**config.mk**
```make
export PLATFORM = sky130hd
export DESIGN_NAME = svk_rst_seq
export DESIGN_NICKNAME = d
export VERILOG_FILES = /design/src/rtl/svk_rst_seq_pkg.sv /design/src/rtl/svk_rst_seq_ffs.sv /design/src/rtl/svk_rst_seq.sv
export SDC_FILE = /design/constraint.sdc
export NUM_CORES = 1
export LEC_CHECK = 0
export ABC_AREA = 1
export CORE_MARGIN = 8
export CORE_UTILIZATION = 48
export DETAILED_ROUTE_END_ITERATION = 6
export PLACE_DENSITY_LB_ADDON = 0.1
export SLEW_MARGIN = 20
export SYNTH_ARGS = -nofsm -noshare
export SYNTH_HDL_FRONTEND = slang
export SYNTH_SLANG_ARGS = --single-unit
export TNS_END_PERCENT = 1
```
**constraint.sdc**
```tcl
create_clock -name clk -period 1.4 [get_ports clk]
set_input_delay 0.28 -clock clk [delete_from_list [all_inputs] [get_ports clk]]
set_output_delay 0.28 -clock clk [all_outputs]
set_load 0.02 [all_outputs]
```
**src/rtl/svk_rst_seq_pkg.sv**
```systemverilog
// Shared types and helpers for the reset sequencer.
package svk_rst_seq_pkg;

  // Sequencer FSM states. POR is a RELEASE pass over every output using
  // the default gap.
  typedef enum logic [1:0] {
    ST_POR     = 2'd0,
    ST_IDLE    = 2'd1,
    ST_ASSERT  = 2'd2,
    ST_RELEASE = 2'd3
  } svk_rst_seq_state_e;

  localparam int unsigned STATE_W = 2;

  // Index width for a vector of n resets, never narrower than one bit.
  function automatic int unsigned idx_w(input int unsigned n);
    return (n <= 1) ? 1 : $clog2(n);
  endfunction

endpackage

```
**src/rtl/svk_rst_seq_ffs.sv**
```systemverilog
// Lowest-set-bit finder: one-hot of the lowest set bit plus a flag that is
// high when exactly one bit is set (the release about to happen is the last).
module svk_rst_seq_ffs
  import svk_rst_seq_pkg::*;
#(
  parameter int unsigned N = 4
) (
  input  logic [N-1:0] vec,
  output logic [N-1:0] low,
  output logic         single
);

  // Two's-complement trick isolates the lowest set bit; clearing it and
  // testing for zero tells whether it was the only one.
  always_comb begin
    low    = vec & (~vec + N'(1));
    single = (vec != '0) && ((vec & (vec - N'(1))) == '0);
  end

endmodule

```
**src/rtl/svk_rst_seq.sv**
```systemverilog
// Synchronous reset sequencer. After power-on it releases every output in
// ascending order with a fixed gap; on request it re-asserts a subset, holds
// it for D cycles and releases it one output at a time, D cycles apart.
//
// Request handshake: a request is accepted on a rising edge where
// req_valid && req_ready; req_mask and req_dly are sampled only on that
// edge. req_ready is high exactly while the FSM is idle, so valid may be
// held high across done to chain requests back to back.
module svk_rst_seq
  import svk_rst_seq_pkg::*;
#(
  parameter int unsigned RST_NUM     = 4,
  parameter int unsigned DLY_W       = 8,
  parameter int unsigned DEFAULT_DLY = 16
) (
  input  logic               clk,
  input  logic               rst_n,
  input  logic               req_valid,
  output logic               req_ready,
  input  logic [RST_NUM-1:0] req_mask,
  input  logic [DLY_W-1:0]   req_dly,
  output logic [RST_NUM-1:0] rst_out_n,
  output logic               busy,
  output logic               done,
  output logic [STATE_W-1:0] dbg_state
);

  svk_rst_seq_state_e state;
  logic [DLY_W-1:0]   cnt;
  logic [DLY_W-1:0]   dly;
  logic [DLY_W-1:0]   dly_eff;
  logic [RST_NUM-1:0] pend;
  logic [RST_NUM-1:0] low_bit;
  logic               last_bit;

  svk_rst_seq_ffs #(.N(RST_NUM)) u_ffs (
    .vec    (pend),
    .low    (low_bit),
    .single (last_bit)
  );

  // A zero delay request still holds and spaces by one cycle.
  always_comb begin
    dly_eff = (req_dly == '0) ? DLY_W'(1) : req_dly;
  end

  assign req_ready = (state == ST_IDLE);
  assign busy      = (state != ST_IDLE);
  assign dbg_state = state;

  // Sequencer FSM: counter, pending mask, reset outputs and done pulse.
  always_ff @(posedge clk) begin
    if (!rst_n) begin
      state     <= ST_POR;
      cnt       <= DLY_W'(DEFAULT_DLY - 1);
      dly       <= DLY_W'(DEFAULT_DLY);
      pend      <= '1;
      rst_out_n <= '0;
      done      <= 1'b0;
    end else begin
      done <= 1'b0;
      case (state)
        ST_IDLE: begin
          if (req_valid) begin
            if (req_mask == '0) begin
              done <= 1'b1;
            end else begin
              state     <= ST_ASSERT;
              pend      <= req_mask;
              dly       <= dly_eff;
              cnt       <= dly_eff - DLY_W'(1);
              rst_out_n <= rst_out_n & ~req_mask;
            end
          end
        end
        // POR, ASSERT and RELEASE share the count-down-then-release step.
        default: begin
          if (cnt != '0) begin
            cnt <= cnt - DLY_W'(1);
          end else begin
            rst_out_n <= rst_out_n | low_bit;
            pend      <= pend & ~low_bit;
            cnt       <= dly - DLY_W'(1);
            if (last_bit || (pend == '0)) begin
              state <= ST_IDLE;
              done  <= 1'b1;
            end else begin
              state <= ST_RELEASE;
            end
          end
        end
      endcase
    end
  end

endmodule

```
==> key figures <==
Outcome
  • Status: finished with violations
  • Failing checks: negative setup slack

CTS
  • Clock Tree Buf Depth: 2
  • Clk Latency, worst-skew pair: 0.33 ns
  • Clock sink total: 27
  • CTS Buf Count: 3
  • CTS tree: yes
  • Clk slew on worst S/H paths: 0.16 ns
  • Depth of the CTS H-tree: 1
  • CTS Root Cell: clkbuf_4

Synth
  • Mapped Area: 1520 um2
  • Most common cell in the synthesized netlist: nand2_1
  • Top cells by count, synth: 64 x nand2_1, 31 x inv_1, 27 x dfxtp_1
  • Top-area cell type share of the netlist area: 0.356
  • Top FF cell, synth: dfxtp_1
  • YS warnings: 0
  • Syn_nets: 244
  • Synth cell types: 29
  • Most area-consuming cells after synthesis: dfxtp_1 36%, nand2_1 16%, inv_1 7.7%
  • Syn Inst Count: 228
  • Seq cells post-synth: 27
  • Dominant cell type by area after synthesis: dfxtp_1
  • EDFF count, synth: 0
  • Ys async rst share: 0
  • Mean Syn Cell Area: 6.66 um2
  • Sequential fraction of the synthesis area: 0.356

Setup path
  • Data required time of the worst path: 1.64 ns
  • CP Launch Type: flip-flop
  • Worst path max stage delay: 0.35 ns
  • Data arrival time of the critical path: 1.88 ns
  • WS Path Type: flip-flop to flip-flop
  • Max stage delay cell, worst path: dfxtp_2
  • CP Cell Sequence: nor2_2 > nand2_2 > nor2_4 > nand2_1 > nand2_2 > nand2_4 > ha_4 > inv_2 > nor2_4 > o21ai_0 > nand3_1
  • Worst-path maximum fanout: 5
  • Critical Path Sink Type: flip-flop

Routing
  • Via density: 5.04
  • WL/cell: 12.7 um
  • Initial DRC count: 93
  • Final WL: 4.30 mm
  • DRC violations left: 0
  • Detailed-route via count: 1,702
  • DRT Pass-1 Iters: 4
  • Routed Antenna Nets: 0

Global route
  • Number of global-route vias before repair: 1,558
  • Total gr overflow: 0
  • Largest net degree at the start of global routing: 16
  • Tot GR Track Use: 0.161
  • First-pass GRT wire length: 6.80 mm
  • Initial antenna violation count: 0

Die
  • Height of the die: 72.3 um
  • Die area: 5220 um2
  • Core box area: 3030 um2
  • Cell Rows: 20
  • Die W: 72.3 um
  • Io pins: 24
  • Initial Util: 0.502

STA
  • Post-route minimum period: 1.64 ns
  • Worst setup margin: -0.242 ns
  • Final TNS setup: -3.58 ns
  • Clock skew: 0.0107 ns
  • Slew margin rel.: 0.667
  • Final setup viols: 24
  • FMAX: 0.609 GHz
  • Worst-margin pin slew: 0.500 ns
  • RSZ-0062 raised after global routing: true
  • Hold_ws: 0.464 ns
  • Final hold vios: 0
  • Part of the cycle the worst path needs: 1.17
  • Fin. max-slew vios: 0

Placed design
  • Placed cell count: 329
  • Post-place setup slack: -0.584 ns
  • Area after DPL: 2080 um2
  • Placer Congestion: 0.917
  • PortBufs: 23
  • Hpwl dp: 3.13 mm

Pwr
  • Cell Pwr Density: 589 nW/um2
  • PnR Total Power: 1.33 mW
  • Max IR drop VDD: 301 uV
  • Leak: 1.04 nW

Layout
  • Final instance area: 2250 um2
  • Post-Layout Cell Count: 338
  • Nets@finish: 311
  • Diodes inserted: 0
  • Layout cells sized above 1: 0.347
  • Final core utilization: 0.743
  • Synth-to-layout area growth: 48.0%
  • FILL cells: 248

Job
  • Max-Cap Viols: 0

Worst hold path
  • Min-Delay Path Class: flip-flop to flip-flop
-- critical path: cells and delay by family, from the launching register on --
| kind | cells | cell delay (ns) |
|---|---|---|
| AOI/OAI and AO/OA | 1 | 0.21 |
| and+or+nand+nor | 8 | 0.76 |
| buffers and inverters | 1 | 0.06 |
| DFF | 1 | 0.35 |
| adders and majority gates | 1 | 0.16 |
-- worst paths after layout --
check | startpoint | endpoint | slack (ns) | cells past startpoint
max | cnt[3] | cnt[2] | -0.24 | 11
max reg2reg | cnt[3] | cnt[2] | -0.24 | 11
min | rst_out_n[1] | rst_out_n[1] | 0.46 | 2
min reg2reg | rst_out_n[1] | rst_out_n[1] | 0.46 | 2
-- where the power goes --
part	internal, mW	switching (mW)
sequential	0.775	0.00442
clock	0.107	0.243
combinational	0.102	0.0936
total	0.984	0.341
-- metal layers --
metal,up-vias,GRT usage,wire length [um]
met5,-,0,0
li1,859,-,-
met2,67,0.269,2030
met4,0,0.0680,153
met1,758,0.195,1790
met3,18,0.0331,329
-- cell type report --
class | count | area, um2 | area share
sequential | 27 | 551 | 0.245
clock buffer | 3 | 22.5 | 0.0100
tap | 44 | 55.1 | 0.0245
multi-input combinational | 160 | 903 | 0.402
inverter | 34 | 136 | 0.0607
clock inverter | 1 | 5.00 | 0.00223
timing repair buffer | 69 | 576 | 0.256
-- what timing repair did --
| action | 4_1_cts | 5_1_grt |
|---|---|---|
| pin swaps | 10 | 16 |
| setup buffers | 2 | 3 |
| gates resized for setup | 23 | 30 |
| hold buffers | 0 | 0 |
| setup endpoints to repair | 31 | 28 |
-- placed cells by master (no fill, tap or decap), drive strengths merged, types with 4 or more instances in the layout --
cell and instances:
o21ai 16, clkbuf 4, dfxtp 27, nand3 15, clkdlybuf4s50 14, buf 48
nand2 71, inv 32, a21oi 11, dlygate4sd2 6, nor2 29
-- cell families (layout without fill, tap and decap cells) --
kind of cell / count (synthesis) / count (layout) / share of synthesized area
AOI/OAI and AO/OA: 37 / 37 / 0.144
xor gates and xnor gates: 1 / 1 / 0.00577
adders and majority gates: 1 / 1 / 0.00824
buffers and inverters: 41 / 107 / 0.124
DFF: 27 / 27 / 0.356
and+or+nand+nor: 121 / 121 / 0.362
-- sequential cells by signal, indices dropped and copies added (netlist names) --
signal	cells
rst_out_n	4
done	1
dbg_state	2
cnt	8
pend	4
dly	8
No activity file was read; power rests on OpenSTA's default activity.
